$ cat src/rtl/noc_edge_sink_pkg.sv
// Shared definitions for the NoC mesh-edge sink: header field positions and FSM states.
package noc_edge_sink_pkg;

   localparam int LEN_LSB      = 22;
   localparam int LEN_MSB      = 29;
   localparam int LEN_W        = LEN_MSB - LEN_LSB + 1;
   localparam int MSG_TYPE_LSB = 14;
   localparam int MSG_TYPE_MSB = 21;
   localparam int DEST_X_LSB   = 42;
   localparam int DEST_X_MSB   = 49;
   localparam int DEST_Y_LSB   = 34;
   localparam int DEST_Y_MSB   = 41;
   localparam int CHIPID_LSB   = 50;
   localparam int CHIPID_MSB   = 63;

   typedef enum logic {
      HEADER  = 1'b0,
      PAYLOAD = 1'b1
   } sink_state_t;

endpackage

$ cat src/rtl/noc_edge_sink_fifo.sv
// Input buffer for the edge sink; pointers carry one extra wrap bit to tell full from empty.
module noc_edge_sink_fifo #(
   parameter int W     = 64,
   parameter int DEPTH = 4
) (
   input  logic         clk,
   input  logic         rst_n,
   input  logic         push,
   input  logic         pop,
   input  logic [W-1:0] wdata,
   output logic [W-1:0] rdata,
   output logic         full,
   output logic         empty
);

   localparam int AW = $clog2(DEPTH);

   logic [W-1:0] mem [DEPTH];
   logic [AW:0]  wr_ptr;
   logic [AW:0]  rd_ptr;

   always_ff @(posedge clk or negedge rst_n) begin
      if (!rst_n) begin
         wr_ptr <= '0;
         rd_ptr <= '0;
      end else begin
         if (push) wr_ptr <= wr_ptr + 1'b1;
         if (pop)  rd_ptr <= rd_ptr + 1'b1;
      end
   end

   always_ff @(posedge clk) begin
      if (push) mem[wr_ptr[AW-1:0]] <= wdata;
   end

   assign rdata = mem[rd_ptr[AW-1:0]];
   assign empty = (wr_ptr == rd_ptr);
   assign full  = (wr_ptr[AW] != rd_ptr[AW]) && (wr_ptr[AW-1:0] == rd_ptr[AW-1:0]);

endmodule

$ cat src/rtl/noc_edge_sink.sv
// Terminates a mesh-edge router output: consumes flits, returns credits, tracks framing, logs strays.
// Optional NOC_EDGE_SINK_TSTAMP_EN adds a cycle counter and err_tstamp output.
//
//   state   | meaning
//   HEADER  | next popped flit is a packet header; its len field sets the payload count
//   PAYLOAD | popping payload flits, remain counts those still expected
module noc_edge_sink
   import noc_edge_sink_pkg::*;
#(
   parameter int FLIT_W     = 64,
   parameter int FIFO_DEPTH = 4,
   parameter int CNT_W      = 16
) (
   input  logic              clk,
   input  logic              rst_n,
   input  logic              flit_in_val,
   input  logic [FLIT_W-1:0] flit_in_data,
   output logic              flit_in_yummy,
   input  logic              drain_en,
   input  logic              clear,
   output logic              err_valid,
   output logic [FLIT_W-1:0] err_header,
   output logic              ovf_err,
   output logic [CNT_W-1:0]  pkt_count,
   output logic [CNT_W-1:0]  flit_count
`ifdef NOC_EDGE_SINK_TSTAMP_EN
   ,output logic [CNT_W-1:0] err_tstamp
`endif
);

   logic              full;
   logic              empty;
   logic              pop;
   logic              push;
   logic              drop;
   logic              pkt_done;
   logic [FLIT_W-1:0] head;
   logic [LEN_W-1:0]  len;
   logic [LEN_W-1:0]  remain;
   sink_state_t       state;

   // A pop in the same cycle frees the slot, so a flit arriving at a full buffer is still taken.
   assign pop      = drain_en && !empty;
   assign push     = flit_in_val && (!full || pop);
   assign drop     = flit_in_val && full && !pop;
   assign len      = head[LEN_MSB:LEN_LSB];
   assign pkt_done = pop && (((state == HEADER) && (len == '0)) ||
                             ((state == PAYLOAD) && (remain == 8'd1)));

   noc_edge_sink_fifo #(
      .W     (FLIT_W),
      .DEPTH (FIFO_DEPTH)
   ) u_fifo (
      .clk   (clk),
      .rst_n (rst_n),
      .push  (push),
      .pop   (pop),
      .wdata (flit_in_data),
      .rdata (head),
      .full  (full),
      .empty (empty)
   );

   always_ff @(posedge clk or negedge rst_n) begin
      if (!rst_n) begin
         state         <= HEADER;
         remain        <= '0;
         flit_in_yummy <= 1'b0;
         err_valid     <= 1'b0;
         err_header    <= '0;
         ovf_err       <= 1'b0;
         pkt_count     <= '0;
         flit_count    <= '0;
      end else begin
         flit_in_yummy <= pop;

         if (pop) begin
            case (state)
               HEADER: begin
                  if (len != '0) begin
                     remain <= len;
                     state  <= PAYLOAD;
                  end
               end
               PAYLOAD: begin
                  remain <= remain - 1'b1;
                  if (remain == 8'd1) state <= HEADER;
               end
               default: state <= HEADER;
            endcase
         end

         // Clear wins over any same-cycle update; framing above is unaffected.
         if (clear) begin
            err_valid  <= 1'b0;
            err_header <= '0;
            ovf_err    <= 1'b0;
            pkt_count  <= '0;
            flit_count <= '0;
         end else begin
            if (drop) ovf_err <= 1'b1;
            if (pop && (~&flit_count)) flit_count <= flit_count + 1'b1;
            if (pkt_done && (~&pkt_count)) pkt_count <= pkt_count + 1'b1;
            if (pop && (state == HEADER)) begin
               err_valid <= 1'b1;
               if (!err_valid) err_header <= head;
            end
         end
      end
   end

`ifdef NOC_EDGE_SINK_TSTAMP_EN
   logic [CNT_W-1:0] cyc_cnt;

   always_ff @(posedge clk or negedge rst_n) begin
      if (!rst_n) begin
         cyc_cnt    <= '0;
         err_tstamp <= '0;
      end else begin
         cyc_cnt <= cyc_cnt + 1'b1;
         if (clear)
            err_tstamp <= '0;
         else if (pop && (state == HEADER) && !err_valid)
            err_tstamp <= cyc_cnt;
      end
   end
`endif

endmodule
$ cat config.mk
export PLATFORM = sky130hd
export DESIGN_NAME = noc_edge_sink
export DESIGN_NICKNAME = d
export VERILOG_FILES = /design/src/rtl/noc_edge_sink_pkg.sv /design/src/rtl/noc_edge_sink_fifo.sv /design/src/rtl/noc_edge_sink.sv
export SDC_FILE = /design/constraint.sdc
export NUM_CORES = 1
export LEC_CHECK = 0
export CORE_ASPECT_RATIO = 1.5
export CORE_MARGIN = 4
export CORE_UTILIZATION = 50
export DETAILED_ROUTE_END_ITERATION = 6
export PLACE_DENSITY = 0.79
export SYNTH_ARGS = -nofsm -noshare
export SYNTH_HDL_FRONTEND = slang
export SYNTH_HIERARCHICAL = 1
export SYNTH_SLANG_ARGS = --single-unit
$ cat constraint.sdc
create_clock -name clk -period 4.2 [get_ports clk]
set_clock_uncertainty 0.05 [all_clocks]
set_input_delay 1.05 -clock clk [delete_from_list [all_inputs] [get_ports clk]]
set_output_delay 1.05 -clock clk [all_outputs]
set_load 0.01 [all_outputs]
==> reports/metrics.cfg <==
[floorplanning]
io_pins=168
die_x_um=146.8
initial_core_util_pct=50.51
fp.dieH_um=216.3
num_rows=76
die-area_mm2=0.03176
design.core.area_mm2=0.02862

[placement]
place.port_buffers=167
dp.cells=1434
gp_congestion=0.8590
placed_area_mm2=0.01662
hpwl_mm=18.38

[drt]
final_antenna_net_count=0
via_count=8289
drt-initial-drc-count=462
routedWlPerCell_um=20.58
viasPerCell=5.541
drt-total-wl_mm=30.78
drc=0
drtPass1Iterations=5

[layout]
mostFrequentLayoutCell=edfxtp_1
ff_latch_area_mm2=0.01055
final_cell_mix=edfxtp_1 (256), clkdlybuf4s50_1 (165), nand2_1 (141), dfrtp_1 (112), a21oi_1 (83)
n_fill_cell=2082
multiInputGateArea_mm2=0.003676
drive_above_1_share_pct=12.94
areaGrowthSynthToFinish_pct=22.34
final-instance-count-excl-fill=1496
design_area_mm2=0.01769
fin_nets=1158

[yosys]
avgSynthCellArea_um2=16.01
synth_edf_count=256
ys_top_cells_by_area=edfxtp_1 (53%), dfrtp_1 (20%), mux4_2 (10%), nand2_1 (3.7%), a21oi_1 (2.9%)
synth_warnings=6
seq_area_frac_synth_pct=72.90
syn-cell-area_mm2=0.01446
synth-async-reset-ratio_pct=30.81
yosysUniqueCellTypes=47
netlist.area_leader.share_pct=53.17
syn_inst=903
ys_ff_latch=370
ys.flop_type=edfxtp_1
syn_nets=981
synth_top_area_cell=edfxtp_1

[clocking]
cts_resized=0
cts_made_buffers=34
clock_sinks=370
clkTransAtPathRegs_ns=0.06
cts_tree=built
cts_hold_buf=0
cts_setup_buffers=0
clock_latency_ns=0.51
cts_root_buf=clkbuf_16
cts_buffer_depth=3
htree_levels=2

[flow_run]
cap_violations=0

[pwr]
p_per_area_mw_per_mm2=624.4
netSwitchingFraction_pct=29.10
intPower_w=0.007829
cellLeakagePower_nw=6.185
power_w=0.01104
p_comb_share_pct=26.4
p_seq_share_pct=46.8
switchingPower_w=0.003214
clock_power_share_pct=26.8
vdd_drop_max_mv=0.3973

[global_routing]
first_global_vias=8859
grt_pass1_wl_mm=49.03
grt_remaining_overflow=0
grt_use_total_pct=19.72
grt_max_degree=71
antenna_found_initial=1

[sta]
timing.fmax_mhz=299.7
finalHoldViolations=0
max_slew_margin_pct=35.68
finalSetupTns_ns=0
min_period_ns=3.337
finalSetupViolations=0
fin_crit_sh_pct=79.44
worstMarginPinSlew_ns=0.9649
finalMaxSlewViolations=0
rsz0062_at_grt=false

[setup_path]
crit_path_max_fanout=22
required_ns=4.55
critPathKind=flip-flop to flip-flop
start_kind=flip-flop
cp-end-kind=flip-flop
cp.arrival_ns=3.68

[status]
status=finished clean

[hold_path]
holdCritPathClass=flip-flop to flip-flop

## worst max-delay path, cell delays in order (launching register included)
cell and delay (ns):
dfrtp_4 0.64, mux4_2 0.58, nor3_1 0.37, nand3_2 0.20, a221o_1 0.64, nor4_1 0.37, mux2_2 0.37
## routing by layer
metal	up-vias	wire, µm	track usage [%]
li1	3766	-	-
met1	4238	11690	24.30
met2	232	16720	35.56
met3	53	1637	3.472
met4	0	739	5.932
met5	-	0	0
## logic make-up after synthesis
| group | Yosys count | synth area share, % |
|---|---|---|
| AO/OA/AOI/OAI | 127 | 4.898 |
| XOR/XNOR | 23 | 1.393 |
| adder cells (fa/ha/maj) | 9 | 0.7789 |
| buffers and inverters | 55 | 1.783 |
| flip-flops | 370 | 72.90 |
| multiplexers | 70 | 10.41 |
| AND/OR/NAND/NOR | 249 | 7.832 |
## path summary, 6_finish.rpt
| check | slack, ns | depth (start not counted) | startpoint | to |
|---|---|---|---|---|
| setup / recovery | 0.86 | 6 | u_fifo/rd_ptr[0]$_DFFE_PN0P_ | pkt_count[13]$_DFFE_PN0P_ |
| hold / removal | 0.45 | 1 | u_fifo/wr_ptr[2]$_DFFE_PN0P_ | u_fifo/wr_ptr[2]$_DFFE_PN0P_ |
| setup reg to reg | 0.86 | 6 | u_fifo/rd_ptr[0]$_DFFE_PN0P_ | pkt_count[13]$_DFFE_PN0P_ |
| hold reg to reg | 0.45 | 1 | u_fifo/wr_ptr[2]$_DFFE_PN0P_ | u_fifo/wr_ptr[2]$_DFFE_PN0P_ |
| max in group asynchronous | 2.56 | 2 | rst_n | err_header[56]$_DFFE_PN0P_ |
| min in group asynchronous | 0.64 | 1 | rst_n | remain[1]$_DFFE_PN0P_ |
## registers in the layout, summed over array words and instances, names as in the netlist
signal and cells:
err_header 64, err_valid 1, flit_count 16, flit_in_yummy 1, ovf_err 1, pkt_count 16, remain 8, state 1
u_fifo/mem 256, u_fifo/rd_ptr 3, u_fifo/wr_ptr 3
## area by class of cell
type	count	share of cell area (%)
sequential	370	59.63
multi-input combinational	478	20.78
timing repair buffer	185	10.54
clock buffer	51	5.589
tap	390	2.759
clock inverter	10	0.4457
inverter	11	0.2334
antenna	1	0.01415
## per-stage QoR
stage | setup slack [ns] | hold WS, ns | util [%]
after global placement | 0.8049 | 0.4332 | 58.06
after CTS | 0.8540 | 0.4609 | 61.79
after global routing | 0.6155 | 0.4708 | 61.79
after detailed placement | 0.7799 | 0.4435 | 58.06
final | 0.8634 | 0.4536 | 61.79
after floorplan | 0.2225 | 0.4119 | -
## synth_stat cells (2+ instances only)
library cell	count
nor4_1	4
o31ai_1	3
nand2_1	141
and4_1	3
buf_6	5
a21oi_1	83
a31oi_1	2
a211oi_1	4
inv_1	10
nor3_1	7
clkbuf_1	29
nand3_1	12
o2111ai_1	4
or4_1	4
mux2_2	3
ha_1	9
mux2i_1	3
buf_2	8
a22o_1	2
xnor2_1	5
dfrtp_1	114
or3_1	12
o22ai_1	2
o21ai_0	19
nand2b_1	3
nor2b_1	6
xor2_1	18
and3_1	3
nor2_1	34
nand4_1	11
mux4_2	64
edfxtp_1	256
a2bb2oi_1	3
and2_1	4
## power by group through the flow
stage | Sequential [W] | Combinational [W] | Clock (W)
after CTS | 0.00518 | 0.00298 | 0.00303
final | 0.00517 | 0.00291 | 0.00296
after floorplan | 0.00513 | 0.00196 | 0
after global routing | 0.00525 | 0.00318 | 0.00318
after detailed placement | 0.00524 | 0.00296 | 0
after global placement | 0.00520 | 0.00290 | 0
Power figures use the tool's default switching activity.
